--- config.mk ---
export PLATFORM = sky130hd
export DESIGN_NAME = mem_arbiter
export DESIGN_NICKNAME = d
export VERILOG_FILES = /design/src/rtl/mem_arb_pkg.sv /design/src/rtl/mem_arb_select.sv /design/src/rtl/mem_arbiter.sv
export SDC_FILE = /design/constraint.sdc
export NUM_CORES = 1
export LEC_CHECK = 0
export CAP_MARGIN = 10
export CORE_ASPECT_RATIO = 1.4
export CORE_MARGIN = 1
export CORE_UTILIZATION = 35
export CTS_CLUSTER_SIZE = 8
export DETAILED_ROUTE_END_ITERATION = 8
export GPL_ROUTABILITY_DRIVEN = 1
export PLACE_DENSITY_LB_ADDON = 0.12
export SETUP_SLACK_MARGIN = 0.3
export SYNTH_ARGS = -nofsm -noshare
export SYNTH_HDL_FRONTEND = slang
export SYNTH_SLANG_ARGS = --single-unit
--- constraint.sdc ---
create_clock -name clk -period 2.25 [get_ports clk]
set_input_delay 0.45 -clock clk [delete_from_list [all_inputs] [get_ports clk]]
set_output_delay 0.45 -clock clk [all_outputs]
set_load 0.02 [all_outputs]
--- src/rtl/mem_arb_pkg.sv ---
// Shared types for the CPU fetch/data memory arbiter: FSM states, grant ids,
// and the starvation-counter width helper.
package mem_arb_pkg;

    typedef enum logic [1:0] {
        ST_IDLE,
        ST_BUSY,
        ST_DONE
    } state_e;

    typedef enum logic {
        GNT_IF,
        GNT_D
    } gnt_e;

    // Bits needed to count 0..limit inclusive.
    function automatic int unsigned starve_w(input int unsigned limit);
        return unsigned'($clog2(limit + 1));
    endfunction

endpackage

--- src/rtl/mem_arb_select.sv ---
// Grant decision between fetch and data: data has priority until fetch has
// lost STARVE_LIMIT arbitrations in a row, then fetch is forced through.
module mem_arb_select
    import mem_arb_pkg::*;
#(
    parameter int unsigned STARVE_LIMIT = 4
) (
    input  logic clk,
    input  logic rst,
    input  logic if_req,
    input  logic d_req,
    input  logic arb,
    output logic req_any_c,
    output gnt_e gnt_c
);

    localparam int unsigned SW = starve_w(STARVE_LIMIT);

    logic [SW-1:0] starve_cnt;
    logic          at_limit_c;

    assign at_limit_c = (starve_cnt == SW'(STARVE_LIMIT));
    assign req_any_c  = if_req | d_req;
    assign gnt_c      = (if_req && (!d_req || at_limit_c)) ? GNT_IF : GNT_D;

    // Counts data wins that happen while fetch is waiting.
    always_ff @(posedge clk) begin
        if (rst) begin
            starve_cnt <= '0;
        end else if (arb) begin
            if (!if_req || gnt_c == GNT_IF) begin
                starve_cnt <= '0;
            end else if (!at_limit_c) begin
                starve_cnt <= starve_cnt + SW'(1);
            end
        end
    end

endmodule

--- src/rtl/mem_arbiter.sv ---
// Serialises CPU fetch and load/store requests onto one single-port memory,
// holding strobes for MEM_LATENCY cycles and returning a one-cycle ack.
module mem_arbiter
    import mem_arb_pkg::*;
#(
    parameter int unsigned ADDR_W       = 32,
    parameter int unsigned DATA_W       = 32,
    parameter int unsigned MEM_LATENCY  = 1,
    parameter int unsigned STARVE_LIMIT = 4
) (
    input  logic              clk,
    input  logic              rst,
    input  logic              if_req,
    input  logic [ADDR_W-1:0] if_addr,
    output logic [DATA_W-1:0] if_rdata,
    output logic              if_ack,
    input  logic              d_req,
    input  logic              d_we,
    input  logic [ADDR_W-1:0] d_addr,
    input  logic [DATA_W-1:0] d_wdata,
    output logic [DATA_W-1:0] d_rdata,
    output logic              d_ack,
    output logic [ADDR_W-1:0] mem_addr,
    output logic [DATA_W-1:0] mem_wdata,
    output logic              mem_read,
    output logic              mem_write,
    input  logic [DATA_W-1:0] mem_rdata
);

    localparam int unsigned CNT_W = (MEM_LATENCY > 1) ? $clog2(MEM_LATENCY) : 1;

    state_e           state;
    gnt_e             gnt_q;
    logic             we_q;
    logic [CNT_W-1:0] cnt;
    logic             req_any_c;
    gnt_e             gnt_c;

    mem_arb_select #(
        .STARVE_LIMIT(STARVE_LIMIT)
    ) u_select (
        .clk      (clk),
        .rst      (rst),
        .if_req   (if_req),
        .d_req    (d_req),
        .arb      (state == ST_IDLE),
        .req_any_c(req_any_c),
        .gnt_c    (gnt_c)
    );

    // mem_addr/mem_wdata double as the request latches for the whole access.
    always_ff @(posedge clk) begin
        if (rst) begin
            state     <= ST_IDLE;
            gnt_q     <= GNT_IF;
            we_q      <= 1'b0;
            cnt       <= '0;
            if_ack    <= 1'b0;
            d_ack     <= 1'b0;
            mem_read  <= 1'b0;
            mem_write <= 1'b0;
            mem_addr  <= '0;
            mem_wdata <= '0;
            if_rdata  <= '0;
            d_rdata   <= '0;
        end else begin
            case (state)
                ST_IDLE: begin
                    if (req_any_c) begin
                        gnt_q <= gnt_c;
                        cnt   <= CNT_W'(MEM_LATENCY - 1);
                        state <= ST_BUSY;
                        if (gnt_c == GNT_IF) begin
                            mem_addr  <= if_addr;
                            mem_wdata <= '0;
                            we_q      <= 1'b0;
                            mem_read  <= 1'b1;
                            mem_write <= 1'b0;
                        end else begin
                            mem_addr  <= d_addr;
                            mem_wdata <= d_wdata;
                            we_q      <= d_we;
                            mem_read  <= !d_we;
                            mem_write <= d_we;
                        end
                    end
                end
                ST_BUSY: begin
                    if (cnt == '0) begin
                        mem_read  <= 1'b0;
                        mem_write <= 1'b0;
                        state     <= ST_DONE;
                        if (gnt_q == GNT_IF) begin
                            if_ack   <= 1'b1;
                            if_rdata <= mem_rdata;
                        end else begin
                            d_ack <= 1'b1;
                            if (!we_q) begin
                                d_rdata <= mem_rdata;
                            end
                        end
                    end else begin
                        cnt <= cnt - CNT_W'(1);
                    end
                end
                ST_DONE: begin
                    if_ack <= 1'b0;
                    d_ack  <= 1'b0;
                    state  <= ST_IDLE;
                end
                default: begin
                    state <= ST_IDLE;
                end
            endcase
        end
    end

endmodule

==> results.json, run 1 <==
{
  "power_frac_comb_pct": 19.6,
  "die-area_mm2": 0.0169,
  "maxUsedRoutingLayer": "met4",
  "ys_seq_elements": 139,
  "cp_data_arrival_time_ns": 1.40,
  "synth.most_common_cell": "dfxtp_1",
  "r2r_end": "mem_wdata[27]$_SDFFE_PP0P_",
  "skew_ns": 0.00924,
  "antenna_cells": 0,
  "slowest_delay_ns": 0.65,
  "grt_max_degree": 62,
  "pwr-share-clk_pct": 41.7,
  "switching_share_pct": 26.9,
  "drt_first_iter_violations": 368,
  "cts_root_buf": "clkbuf_16",
  "ys_seq_area_share_pct": 48.7,
  "clock_sinks": 139,
  "clock.fmax_mhz": 541,
  "dr_wl_met3_um": 1290,
  "ant_nets": 0,
  "dp_hpwl_um": 12800,
  "drive_gt1_share_pct": 6.67,
  "finalHoldViolations": 0,
  "synth_top_area_share_pct": 48.7,
  "synth_nets": 812,
  "die_x_um": 110,
  "fin_ws_ns": 0.401,
  "fin_nets": 1037,
  "htreeDepth": 4,
  "post-route-util_pct": 57.2,
  "required_ns": 1.80,
  "yosys_most_used_dff": "dfxtp_1",
  "initial_utilization_pct": 36.2,
  "tns_ns": 0,
  "reg2regPathDepth": 6,
  "synth_edf_count": 0,
  "routabilityCongestion": 0.774,
  "outcome": "completed",
  "grt_pass1_wl_um": 28800,
  "power_density_mw_per_mm2": 783,
  "cts_tree": "yes",
  "avgSynthCellArea_um2": 8.45,
  "postCtsHoldBufs": 0,
  "wl_met2_um": 9700,
  "clk_latency_ns": 0.40,
  "tightestPinTransition_ns": 0.562,
  "syn-cell-area_mm2": 0.00572,
  "area_growth_pct": 58.2,
  "coreArea_mm2": 0.0158,
  "io-pin-count": 265,
  "cts.path.max_buffers": 2,
  "critPathSlowestCell": "clkdlybuf4s50_1",
  "power.total_mw": 7.08,
  "gr-total-overflow": 0,
  "fin_crit_sh_pct": 82.2,
  "cp-end-kind": "output pin",
  "maxCapViolations": 0,
  "seqPwrFrac_pct": 38.7,
  "post_drt_wl_per_cell_um": 16.8,
  "r2r-start": "u_select.starve_cnt[0]$_SDFFE_PP0P_",
  "drcViolationCount": 0,
  "drt_wl_total_um": 18600,
  "die_y_um": 153,
  "synth_common_cells": "dfxtp_1, a21oi_1, nand2_1",
  "ys_warn_count": 0,
  "drt-pass1-iter-count": 5,
  "async_reset_ff_share_pct": 0,
  "crit_type": "reg2out",
  "antenna_found_initial": 0,
  "wl_met1_um": 7340,
  "grt_pass1_vias": 5724,
  "power_leakage_nw": 3.08,
  "irDropWorstVdd_mv": 0.426,
  "synthTopCellsByArea": "dfxtp_1, a21oi_1, nand2_1",
  "hold_ws_ns": 0.453,
  "holdPathEnd": "if_rdata[26]$_SDFFE_PP0P_",
  "power.net_switching_mw": 1.90,
  "cp_max_fo": 3,
  "hp-start": "if_rdata[26]$_SDFFE_PP0P_",
  "crit_path_start_kind": "flip-flop",
  "finalMaxSlewViolations": 0,
  "hp-class": "reg2reg",
  "synth.largest_area_cell": "dfxtp_1",
  "crit_family": "buffers and inverters",
  "worst-path-buf-inv": 1,
  "numCtsBuffers": 17,
  "path_cells": "clkdlybuf4s50_1",
  "p_int_mw": 5.18,
  "rsz0062_at_grt": "no",
  "setup_viol": 0,
  "hold_path_depth": 2,
  "worst-r2r-setup-slack_ns": 0.49,
  "cts_setup_buffers": 0,
  "place_ws_ns": 0.0523,
  "synth.distinct_cells": 36,
  "syn_inst": 677,
  "min_period_ns": 1.85,
  "maxSlewHeadroom_pct": 62.5,
  "rows": 54,
  "viasPerCell": 5.34,
  "num_vias": 5934,
  "cts.clk_slew.worst_paths_ns": 0.06,
  "grt_use_total_pct": 21.9,
  "port_buffers": 264
}
cells in the final DEF (no fill, tap or decap), types with 2 or more instances in the layout:
cell and count:
nor2_1 2, clkbuf_1 2, inv_1 2, nor2b_1 3, nor3_1 4, clkinvlp_4 3, clkdlybuf4s50_1 263, o21ai_0 57
a311oi_1 33, o21ai_1 9, inv_6 2, a21oi_1 133, or2_4 2, nor2_4 2, nand2_1 130, ha_1 2
nand3_1 32, buf_4 14, buf_12 7, clkbuf_16 17, xnor2_1 2, clkinv_4 3, bufinv_16 4, dfxtp_1 139
o2111ai_1 33
worst max-delay path by stage:
stage                                              startpoint                          to  slack [ns]  cells past startpoint
after floorplan                                         d_req   mem_addr[24]$_SDFFE_PP0P_        0.78                      6
after global placement                                  d_req   mem_addr[26]$_SDFFE_PP0P_        0.11                      4
after detailed placement                                d_req   mem_addr[24]$_SDFFE_PP0P_        0.05                      4
after CTS                                  d_ack$_SDFFE_PP0P_                       d_ack        0.38                      1
after global routing      u_select.starve_cnt[0]$_SDFFE_PP0P_  mem_wdata[19]$_SDFFE_PP0P_        0.33                      6
final                                     if_ack$_SDFFE_PP0P_                      if_ack        0.40                      1
cell families (layout without fill, tap and decap cells):
family | count (synthesis) | count (layout) | share of synthesized area, %
AO/OA/AOI/OAI | 271 | 271 | 28.6
AND/OR/NAND/NOR | 181 | 181 | 14.0
flip-flops | 139 | 139 | 48.7
buffers and inverters | 81 | 319 | 7.77
adder cells (fa/ha/maj) | 2 | 2 | 0.438
XOR/XNOR | 2 | 2 | 0.306
multiplexers | 1 | 1 | 0.175
area by class of cell:
type | instances | area, um^2
fillers | 1490 | 6770
repair buffers | 284 | 2880
flip-flops and latches | 139 | 2780
multi-input cells | 457 | 2500
clock buffers | 19 | 433
well taps | 196 | 245
clock inverters | 13 | 191
inverters | 3 | 11.3
layer usage:
| metal | vias to the layer above | track usage, % |
|---|---|---|
| met5 | - | 0 |
| met4 | 0 | 7.49 |
| met3 | 19 | 5.37 |
| met2 | 223 | 39.4 |
| met1 | 2816 | 24.4 |
| li1 | 2876 | - |
repair_timing:
| item | CTS | global route |
|---|---|---|
| endpoints found under the hold margin | 0 | 0 |
| setup endpoints to repair | 0 | 5 |
| resized for setup | 0 | 2 |
worst reg2reg max path, cell delays in order, from the launching register on:
cell,delay [ns]
dfxtp_1,0.38
inv_1,0.07
ha_1,0.25
nand2_1,0.33
buf_4,0.34
o2111ai_1,0.16
a21oi_1,0.16
power groups by stage:
stage	clock (mW)	sequential, mW	combinational (mW)
after floorplan	0	2.96	0.518
after global placement	0	2.78	1.37
after detailed placement	0	2.79	1.39
after CTS	3.02	2.74	1.39
after global routing	3.11	2.76	1.49
final	2.95	2.74	1.39
through the flow:
stage | area, um^2 | std cells
final | 9040 | 1111
after global routing | 9040 | 1111
after CTS | 9040 | 1111
after floorplan | 5720 | 677
after global placement | 8410 | 1079
after detailed placement | 8410 | 1079
registers in the layout, indices dropped and copies added (netlist names):
| register | flops |
|---|---|
| if_ack | 1 |
| if_rdata | 32 |
| u_select.starve_cnt | 3 |
| mem_addr | 32 |
| mem_read | 1 |
| mem_wdata | 32 |
| gnt_q | 1 |
| state | 2 |
| d_rdata | 32 |
| mem_write | 1 |
| we_q | 1 |
| d_ack | 1 |
No activity file was read; power rests on OpenSTA's default activity.
==> inputs of run 2 (changes only) <==
Clock period 2.25 ns to 1.69 ns, I/O delays scaled along.
==> run 2 against run 1 <==
Sequential power is 33% higher. Count of clock-buffer cells in the layout stayed put. First-iteration DRC count stayed put. Die area stayed put. Worst setup slack worse by 0.22 ns. Flip-flop and latch count stayed put. Via count is 5.0% higher. Sequential share of layout area is 0.89 points lower. Critical path depth is 7 higher. Combinational power is 42% higher. Design area is 3.4% higher. Total power is 32% higher. Critical path type is now reg2reg. Critical endpoint is now mem_addr[17]$_SDFFE_PP0P_. Largest cell class unchanged.
==> results.json, run 2 (same netlist as run 1, synthesis figures left out) <==
{
  "cts.clk_slew.worst_paths_ns": 0.06,
  "reg2regPathDepth": 8,
  "routabilityCongestion": 0.786,
  "hp-class": "in2reg",
  "finalMaxSlewViolations": 0,
  "maxSlewHeadroom_pct": 74.2,
  "worst-r2r-setup-slack_ns": 0.18,
  "maxCapViolations": 0,
  "outcome": "completed",
  "cts_root_buf": "clkbuf_16",
  "tns_ns": 0,
  "final_cells": 1143,
  "dpl.cell_count": 1091,
  "tightestPinTransition_ns": 0.387,
  "irDropWorstVdd_mv": 0.668,
  "clock.fmax_mhz": 660,
  "drcViolationCount": 0,
  "clk_latency_ns": 0.40,
  "gr-total-overflow": 0,
  "post_drt_wl_per_cell_um": 18.2,
  "cts.path.max_buffers": 2,
  "drt_first_iter_violations": 368,
  "power_density_mw_per_mm2": 1000,
  "n_fill_cell": 1468,
  "rsz0062_at_grt": "yes",
  "holdPathEnd": "state[1]$_SDFFE_PP0P_",
  "cp-end-kind": "flip-flop",
  "crit_type": "reg2reg",
  "coreArea_mm2": 0.0158,
  "r2r-start": "u_select.starve_cnt[0]$_SDFFE_PP0P_",
  "rows": 54,
  "hold_ws_ns": 0.259,
  "drt-pass1-iter-count": 4,
  "fin_nets": 1069,
  "die-area_mm2": 0.0169,
  "crit_top_cell": "buf_12",
  "numCtsBuffers": 17,
  "r2r_end": "mem_addr[17]$_SDFFE_PP0P_",
  "antenna_found_initial": 0,
  "final_cell_mix": "dfxtp_1, clkdlybuf4s50_1, a21oi_1",
  "hold_path_depth": 2,
  "io-pin-count": 265,
  "dp_hpwl_um": 13200,
  "grt_max_degree": 43,
  "grt_pass1_vias": 6239,
  "fin_crit_sh_pct": 89.6,
  "min_period_ns": 1.51,
  "antenna_cells": 0,
  "drive_gt1_share_pct": 27.8,
  "post-route-util_pct": 59.1,
  "path_cells": "inv_2 -> ha_4 -> a21boi_4 -> buf_12 -> buf_12 -> buf_16 -> o21ai_2 -> a311oi_1",
  "setup_viol": 0,
  "slowest_delay_ns": 0.33,
  "die_x_um": 110,
  "critPathSlowestCell": "dfxtp_2",
  "final_common_cell": "dfxtp_1",
  "port_buffers": 264,
  "grt_use_total_pct": 23.4,
  "crit_path_start_kind": "flip-flop",
  "htreeDepth": 4,
  "grt_pass1_wl_um": 30900,
  "num_vias": 6228,
  "cp_max_fo": 8,
  "required_ns": 2.00,
  "finalHoldViolations": 0,
  "cts_tree": "yes",
  "viasPerCell": 5.45,
  "cp_data_arrival_time_ns": 1.83,
  "skew_ns": 0.00927,
  "die_y_um": 153,
  "hp-start": "rst",
  "power_leakage_nw": 3.51,
  "multiInputGateArea_mm2": 0.00265,
  "ant_nets": 0,
  "drt_wl_total_um": 20800,
  "initial_utilization_pct": 36.2,
  "clock_sinks": 139,
  "area_growth_pct": 63.5,
  "regArea_mm2": 0.00279
}
-- run 2: cell type report --
cell class | instances | area share [%]
inverters | 3 | 0.120
well taps | 196 | 2.62
clock buffers | 19 | 4.63
repair buffers | 315 | 32.6
clock inverters | 13 | 1.78
multi-input cells | 458 | 28.3
flip-flops and latches | 139 | 29.9
-- run 2: how the worst max path moves through the flow --
stage | startpoint | endpoint | slack, ns | cells after the start
after global routing | u_select.starve_cnt[1]$_SDFFE_PP0P_ | mem_addr[28]$_SDFFE_PP0P_ | 0.08 | 8
after global placement | if_req | mem_wdata[31]$_SDFFE_PP0P_ | -0.08 | 6
after floorplan | d_req | mem_addr[24]$_SDFFE_PP0P_ | 0.33 | 6
after CTS | u_select.starve_cnt[1]$_SDFFE_PP0P_ | mem_addr[28]$_SDFFE_PP0P_ | 0.21 | 8
final | u_select.starve_cnt[0]$_SDFFE_PP0P_ | mem_addr[17]$_SDFFE_PP0P_ | 0.18 | 8
after detailed placement | if_req | mem_addr[20]$_SDFFE_PP0P_ | -0.14 | 5
-- run 2: where the power goes --
part	switching (mW)	internal [mW]
Combinational	1.05	0.918
Sequential	0.142	3.51
Clock	1.42	2.34
Total	2.61	6.76
-- run 2: worst max-delay path: cells and delay by family (launching register included) --
kind,cells,cell delay [ns]
AO/OA/AOI/OAI,3,0.51
adder cells (fa/ha/maj),1,0.17
buffers and inverters,4,0.41
flip-flops,1,0.33
-- run 2: per-stage QoR --
stage                     setup slack [ns]  area (um^2)  total power, mW
after global routing                0.0762         9350             9.75
after floorplan                      0.327         5720             4.63
after CTS                            0.215         9460             9.39
after detailed placement            -0.138         8560             5.60
after global placement             -0.0767         8560             5.56
final                                0.176         9350             9.37
-- run 2: timing repair --
action | in CTS | in global routing
hold buffers | 0 | 0
gates resized for setup | 407 | 120
cloned | 3 | 6
setup buffers | 9 | 2
endpoints found under the setup margin | 233 | 160
pin swaps | 13 | 29
-- run 2: routing by layer --
layer | vias up | share of wire (%) | GRT usage (%)
met3 | 36 | 7.0 | 5.88
met2 | 280 | 52 | 40.8
met4 | 0 | 2.9 | 10.6
met5 | - | 0 | 0
li1 | 2955 | - | -
met1 | 2957 | 38 | 26.2
==> inputs of run 3 (changes only) <==
Clock period 1.69 ns to 2 ns, I/O delays scaled along.
==> run 3 against run 2 <==
Highest routed layer unchanged. Critical path type is now in2reg. Register-to-register slack better by 0.26 ns. Flip-flop and latch count is the same. Combinational power fell by 27%. Total power shrank 16%. Wire length shrank 10%. Clock power fell by 11%. Design area down 4.5%.
==> results.json, run 3 (same netlist as run 1, synthesis figures left out) <==
{
  "outcome": "completed",
  "die_x_um": 110,
  "io-pin-count": 265,
  "die-area_mm2": 0.0169,
  "routabilityCongestion": 0.763,
  "clk_latency_ns": 0.42,
  "die_y_um": 153,
  "tns_ns": 0,
  "grt_max_degree": 62,
  "post_drt_wl_per_cell_um": 16.8,
  "cp_max_fo": 34,
  "power_leakage_nw": 3.66,
  "required_ns": 2.31,
  "crit_type": "in2reg",
  "finalHoldViolations": 0,
  "startpoint": "d_req",
  "viasPerCell": 5.39,
  "cts_root_buf": "clkbuf_16",
  "rsz0062_at_grt": "no",
  "post-route-util_pct": 56.5,
  "cp_data_arrival_time_ns": 1.87,
  "drcViolationCount": 0,
  "power_density_mw_per_mm2": 881,
  "antenna_cells": 0,
  "hp-class": "in2reg",
  "n_fill_cell": 1507,
  "maxCapViolations": 0,
  "ant_nets": 0,
  "grt_use_total_pct": 22.4,
  "cp-end-kind": "flip-flop",
  "rows": 54,
  "final_common_cell": "dfxtp_1",
  "clock_sinks": 139,
  "antenna_found_initial": 0,
  "fin_nets": 1040,
  "crit_path_start_kind": "input port",
  "multiInputGateArea_mm2": 0.00250,
  "gr-total-overflow": 0,
  "coreArea_mm2": 0.0158,
  "tightestPinTransition_ns": 0.456,
  "drive_gt1_share_pct": 7.31,
  "drt_first_iter_violations": 327,
  "drt-pass1-iter-count": 4,
  "grt_pass1_wl_um": 29400,
  "fin_ws_ns": 0.435,
  "r2r-start": "u_select.starve_cnt[0]$_SDFFE_PP0P_",
  "place_ws_ns": -0.103,
  "r2r_end": "mem_addr[2]$_SDFFE_PP0P_",
  "numCtsBuffers": 17,
  "regArea_mm2": 0.00279,
  "cts_tree": "yes",
  "port_buffers": 264,
  "worst-r2r-setup-slack_ns": 0.44,
  "cts.clk_slew.worst_paths_ns": 0.06,
  "final_cell_mix": "dfxtp_1, a21oi_1, dlygate4sd2_1",
  "num_vias": 6000,
  "cts_setup_buffers": 0,
  "setup_viol": 0,
  "finalMaxSlewViolations": 0,
  "min_period_ns": 1.56,
  "cts.path.max_buffers": 2,
  "dp_hpwl_um": 12800,
  "irDropWorstVdd_mv": 0.716,
  "grt_pass1_vias": 5891,
  "area_growth_pct": 56.2,
  "maxSlewHeadroom_pct": 69.6,
  "initial_utilization_pct": 36.2,
  "crit_end": "mem_addr[30]$_SDFFE_PP0P_",
  "htreeDepth": 4,
  "clock.fmax_mhz": 639,
  "drt_wl_total_um": 18700,
  "fin_crit_sh_pct": 78.2,
  "reg2regPathDepth": 6,
  "skew_ns": 0.00837
}
[run 3: changes by cell type in the layout (fill, tap and decap cells not counted), sizes merged, moves of 3 or more]
cell,before,now
dlygate4sd2,0,132
buf,102,23
clkdlybuf4s15,56,0
clkbuf,45,21
inv,6,3
[run 3: stage by stage]
step	cells	power (mW)	hold WS [ns]	instance area, um^2
detailed placement	1081	4.70	0.448	8430
global route	1113	8.19	0.392	8930
CTS	1112	7.94	0.377	8900
global placement	1081	4.67	0.441	8430
floorplan	677	3.91	0.458	5720
finish	1113	7.87	0.395	8930
[run 3: worst min path at each step]
stage,endpoint,startpoint,cells after the start
2_1_floorplan,we_q$_SDFFE_PP0P_,we_q$_SDFFE_PP0P_,2
3_3_place_gp,if_rdata[20]$_SDFFE_PP0P_,if_rdata[20]$_SDFFE_PP0P_,2
3_5_place_dp,if_rdata[18]$_SDFFE_PP0P_,if_rdata[18]$_SDFFE_PP0P_,2
4_1_cts,mem_wdata[13]$_SDFFE_PP0P_,rst,2
5_1_grt,mem_wdata[13]$_SDFFE_PP0P_,rst,2
6_report,mem_wdata[13]$_SDFFE_PP0P_,rst,2
[run 3: layout make-up]
type	count	share of cell area, %
clock buffers	20	5.23
clock inverters	11	1.88
inverters	3	0.126
multi-input cells	457	28.0
flip-flops and latches	139	31.2
well taps	196	2.75
repair buffers	287	30.8
[run 3: worst max-delay path: stages]
cell and delay (ns):
clkdlybuf4s50_1 0.50, buf_4 0.24, nor2_4 0.19, nor2_8 0.05, buf_12 0.17, a311oi_1 0.31
[run 3: repair_timing]
item	4_1_cts	5_1_grt
resized for setup	132	4
endpoints found under the setup margin	132	67
hold buffers	0	0
cloned	0	1
pin swaps	0	2
[run 3: where the power goes]
group | switching [mW] | internal [mW]
clock network | 1.18 | 2.17
registers | 0.112 | 2.96
logic | 0.799 | 0.641
total | 2.09 | 5.78
[run 3: routing by layer]
layer | part of all wire [%] | global-route usage, % | vias to the layer above
met1 | 38 | 24.3 | 2840
li1 | - | - | 2884
met5 | 0 | 0 | -
met2 | 50 | 38.2 | 228
met4 | 3.9 | 11.7 | 0
met3 | 8.1 | 7.16 | 48
